File: config.mk
export PLATFORM = sky130hd
export DESIGN_NAME = wb_regfile_stage
export DESIGN_NICKNAME = d
export VERILOG_FILES = /design/src/rtl/wb_regfile_stage.sv
export SDC_FILE = /design/constraint.sdc
export NUM_CORES = 2
export LEC_CHECK = 0
export CAP_MARGIN = 0
export CELL_PAD_IN_SITES_DETAIL_PLACEMENT = 0
export CELL_PAD_IN_SITES_GLOBAL_PLACEMENT = 1
export CORE_MARGIN = 8
export CORE_UTILIZATION = 50
export CTS_BUF_LIST = sky130_fd_sc_hd__clkbuf_16
export CTS_CLUSTER_SIZE = 28
export DETAILED_ROUTE_END_ITERATION = 6
export GPL_ROUTABILITY_DRIVEN = 0
export PLACE_DENSITY = 0.92
export REMOVE_ABC_BUFFERS = 1
export SLEW_MARGIN = 20
export SYNTH_ARGS = -nofsm -noshare
export SYNTH_HDL_FRONTEND = slang
export SYNTH_SLANG_ARGS = --single-unit
File: constraint.sdc
create_clock -name Clk -period 12.8 [get_ports Clk]
set_input_delay 3.84 -clock Clk [delete_from_list [all_inputs] [get_ports Clk]]
set_output_delay 3.84 -clock Clk [all_outputs]
set_load 0.05 [all_outputs]
File: src/rtl/wb_regfile_stage.sv
// Writeback stage: M->W pipeline register, result select with byte-load
// sign extension, and a 32x32 register file with write-through bypass.
module wb_regfile_stage (
  input  logic        Clk,
  input  logic        Rst,
  input  logic        RegWriteM,
  input  logic [1:0]  ResSrcM,
  input  logic        selM,
  input  logic        FlushW,
  input  logic [31:0] ALUResultM,
  input  logic [31:0] ReadDataM,
  input  logic [31:0] PCPlus4M,
  input  logic [31:0] ImmExtM,
  input  logic [4:0]  RdM,
  input  logic [4:0]  Rs1D,
  input  logic [4:0]  Rs2D,
  output logic [31:0] RD1D,
  output logic [31:0] RD2D,
  output logic [31:0] ResultW,
  output logic [4:0]  RdW,
  output logic        RegWriteW
);

  logic        reg_write_q, reg_write_d;
  logic [1:0]  res_src_q, res_src_d;
  logic        sel_q, sel_d;
  logic [31:0] alu_result_q, alu_result_d;
  logic [31:0] read_data_q, read_data_d;
  logic [31:0] pc_plus4_q, pc_plus4_d;
  logic [31:0] imm_ext_q, imm_ext_d;
  logic [4:0]  rd_q, rd_d;

  logic [31:0] regs_q [32];
  logic [31:0] regs_d [32];

  logic [31:0] result_w;
  logic        wb_en;
  logic [31:0] rd1, rd2;

  // A flush only needs to kill the control fields; data fields are don't-care.
  always_comb begin
    reg_write_d  = RegWriteM;
    res_src_d    = ResSrcM;
    sel_d        = selM;
    alu_result_d = ALUResultM;
    read_data_d  = ReadDataM;
    pc_plus4_d   = PCPlus4M;
    imm_ext_d    = ImmExtM;
    rd_d         = RdM;
    if (FlushW) begin
      reg_write_d = 1'b0;
      res_src_d   = 2'b00;
      sel_d       = 1'b0;
      rd_d        = 5'd0;
    end
  end

  always_ff @(posedge Clk) begin
    if (Rst) begin
      reg_write_q  <= 1'b0;
      res_src_q    <= 2'b00;
      sel_q        <= 1'b0;
      alu_result_q <= '0;
      read_data_q  <= '0;
      pc_plus4_q   <= '0;
      imm_ext_q    <= '0;
      rd_q         <= '0;
    end else begin
      reg_write_q  <= reg_write_d;
      res_src_q    <= res_src_d;
      sel_q        <= sel_d;
      alu_result_q <= alu_result_d;
      read_data_q  <= read_data_d;
      pc_plus4_q   <= pc_plus4_d;
      imm_ext_q    <= imm_ext_d;
      rd_q         <= rd_d;
    end
  end

  always_comb begin
    result_w = alu_result_q;
    unique case (res_src_q)
      2'b00: result_w = alu_result_q;
      2'b01: result_w = sel_q ? {{24{read_data_q[7]}}, read_data_q[7:0]} : read_data_q;
      2'b10: result_w = pc_plus4_q;
      2'b11: result_w = imm_ext_q;
      default: result_w = alu_result_q;
    endcase
  end

  assign wb_en = reg_write_q && (rd_q != 5'd0);

  // Writes use the pre-edge W contents, so they coexist with a new capture.
  always_comb begin
    regs_d = regs_q;
    if (wb_en) begin
      regs_d[rd_q] = result_w;
    end
  end

  always_ff @(posedge Clk) begin
    if (Rst) begin
      for (int i = 0; i < 32; i++) begin
        regs_q[i] <= '0;
      end
    end else begin
      regs_q <= regs_d;
    end
  end

  always_comb begin
    rd1 = '0;
    if (Rs1D != 5'd0) begin
      rd1 = (wb_en && (rd_q == Rs1D)) ? result_w : regs_q[Rs1D];
    end
  end

  always_comb begin
    rd2 = '0;
    if (Rs2D != 5'd0) begin
      rd2 = (wb_en && (rd_q == Rs2D)) ? result_w : regs_q[Rs2D];
    end
  end

  assign RD1D      = rd1;
  assign RD2D      = rd2;
  assign ResultW   = result_w;
  assign RdW       = rd_q;
  assign RegWriteW = reg_write_q;

endmodule

==> qor.txt <==
Post-synth top flop = dfxtp_1
Clock network power share = 0.436
Commonest non-fill, non-tap cell in the layout = dfxtp_1
DRT iter0 DRCs = 7,044
VDD IR max = 0.133 mV
Hold-fix buffers at CTS = 0
Total track usage = 0.313
Syn Std Cell Area = 56,800 um^2
Vias after detailed routing = 50,000
EDFF count, synth = 0
Crit path time final = 11.53 ns
Mux cell area share after synthesis = 0.205
Power Density = 127 nW/um^2
Drt first pass iters = 7
Final Util = 0.567
Compound-Gate Fraction of Synth Area = 0.188
Boundary Pins = 252
Hold path depth = 2
Final Skew = 0.0238 ns
Setup-failing EPs final = 0
CTS Buf Count = 121
Asr flop ratio synth = 0
CP endpoint kind = output port
Number of global-route vias before repair = 47,800
Final Cycle Share = 0.901
Adder-cell share of the synthesized area = 0
Reg2reg start = RegWriteW$_SDFF_PP0_
Antenna-violating nets left = 0
Clock sinks = 1,161
Largest net degree at the start of global routing = 208
Critical path class = primary input to output port
Port bufs = 251
Nets = 6,016
Site row count = 123
Worst slew pin tran = 1.45 ns
CP Max Fanout = 11
Syn Area/Cell = 9.43 um^2
CTS H-Tree Depth = 3
Layout cells sized above 1 = 0.139
Die area = 125,000 um^2
Type of origin of the critical path = primary input
Net Sw Frac = 0.268
Remaining Overflow, GRT = 0
P_int = 5.92 mW
Main combinational cell family by area after synthesis = multiplexers
Vias/cell = 6.69
FF-to-FF End = regs_q[940]$_SDFFE_PP0P_
Initial cell density of the core = 0.505
Area grow syn2layout = 12.4%
RSZ-0062 raised after global routing = no
Final Slew Violations = 0
Setup_tns = 0 ns
TritonCTS clock tree = yes
CP required = 8.96 ns
Hpwl dp = 124,000 um
Final Hold Fails = 0
Switching Power = 2.17 mW
Post-route DRC = 2
Min-delay worst type = flop to flop
Hold Startpoint = regs_q[897]$_SDFFE_PP0P_
Post-CTS Setup Bufs = 0
Clk pin slew, worst setup/hold paths = 0.06 ns
Hold EP = regs_q[897]$_SDFFE_PP0P_
Total of max-cap violations = 0
Commonest cells after routing, fill and taps aside = dfxtp_1, nor2_1, a211oi_1
Status = finished with violations
Post-place setup slack = 1.48 ns
YS warnings = 0
Wire length per cell = 27.5 um
Fmax = 0.0867 GHz
Total of flip-flops plus latches after synthesis = 1,161
Worst endpoint data arrival time = 7.69 ns
Diode count = 0
Total power = 8.08 mW
R2R cell count = 5
Post-synth cell types = 63
Clock Path Buffers = 3
Logic pwr share = 0.111
Placed Cells = 7,242
CTS resizes = 0
Slew headroom = 0.0363
First-pass GRT wire length = 305,000 um
Xor-xnor portion of the synthesized cell area = 0.00154
Core area = 112,000 um^2
Syn Inst Count = 6,019
Leak = 20.8 nW
Non-filler cells, final = 7,470
Seq/Total Area, Yosys = 0.409
Setup WS post-layout = 1.27 ns
Die W = 353 um
Reg2Reg Setup Slack = 9.09 ns
Final wirelength = 205,000 um
Initial antenna violation count = 2
Later-pin clock latency in the skew report = 0.74 ns
Root Buffer Master = clkbuf_16
Die Y = 353 um
Post-Synth Simple-Gate Area = 0.143
Violated checks = DRC
Flop pwr share = 0.452
sequential cells by signal, indices dropped and copies added, names as in the netlist:
register / flops
RegWriteW: 1
regs_q: 1024
RdW: 5
sel_q: 1
imm_ext_q: 32
alu_result_q: 32
read_data_q: 32
pc_plus4_q: 32
res_src_q: 2
Yosys cell counts, drive strengths merged (23+ instances only):
| cell | instances | area share |
|---|---|---|
| dfxtp | 1161 | 0.41 |
| nor2 | 871 | 0.058 |
| a211oi | 788 | 0.10 |
| nand2 | 647 | 0.043 |
| clkbuf | 430 | 0.028 |
| mux4 | 353 | 0.14 |
| a21oi | 326 | 0.029 |
| mux2i | 313 | 0.055 |
| buf | 240 | 0.023 |
| nor2b | 178 | 0.020 |
| a221oi | 78 | 0.012 |
| nor3 | 68 | 0.0060 |
| o21ai | 64 | 0.0056 |
| mux2 | 47 | 0.0093 |
| o22ai | 42 | 0.0046 |
| a22oi | 40 | 0.0053 |
| nand2b | 39 | 0.0043 |
| inv | 29 | 0.0019 |
| a221o | 27 | 0.0048 |
| a311oi | 27 | 0.0042 |
| and2 | 23 | 0.0025 |
cell families (layout without fill, tap and decap cells):
logic type | after synthesis | in the layout
compound gates | 1519 | 1519
xor+xnor | 10 | 10
buf+inv | 701 | 652
flops | 1161 | 1161
mux | 713 | 713
simple gates | 1915 | 1915
metrics by stage:
| stage | hold WS [ns] | instance area (um^2) |
|---|---|---|
| after floorplan | 0.436 | 53900 |
| after global placement | 0.449 | 59900 |
| after detailed placement | 0.457 | 59900 |
| after CTS | 0.465 | 63800 |
| after global routing | 0.484 | 63800 |
| final | 0.467 | 63800 |
layout make-up:
cell class / instances / area [um^2]
clock buffers: 124 / 3100
clock inverters: 103 / 825
fillers: 9711 / 48700
inverters: 31 / 116
multi-input cells: 4157 / 30900
flip-flops and latches: 1161 / 23300
well taps: 1500 / 1880
repair buffers: 394 / 3710
worst max-delay path, cell delays in order:
cell and delay (ns):
buf_2 0.47, inv_1 0.59, nand2_1 0.73, o22ai_1 0.18, nor3_1 0.15, nor3_1 0.07
nor3_1 0.70, clkdlybuf4s50_1 0.95
how the worst max path moves through the flow:
stage | start | endpoint | slack, ns | cells past startpoint
final | Rs1D[4] | RD1D[6] | 1.27 | 8
after detailed placement | Rs1D[0] | RD1D[11] | 1.48 | 8
after CTS | Rs1D[0] | RD1D[11] | 1.46 | 8
after global placement | Rs1D[0] | RD1D[11] | 1.50 | 8
after floorplan | Rs1D[3] | RD1D[10] | 1.04 | 5
after global routing | Rs1D[0] | RD1D[6] | 1.20 | 9
routing by layer:
layer | track usage | share of wire
met5 | 0 | 0.00014
met3 | 0.0785 | 0.12
met2 | 0.480 | 0.44
met1 | 0.405 | 0.38
met4 | 0.170 | 0.062
power groups by stage:
stage	Clock [mW]	Combinational (mW)	Sequential, mW
4_1_cts	3.55	0.882	3.66
5_1_grt	3.70	0.932	3.66
3_3_place_gp	0	0.876	3.74
6_report	3.53	0.900	3.66
3_5_place_dp	0	0.880	3.74
2_1_floorplan	0	0.402	3.74
(Power assumes the default switching activity.)
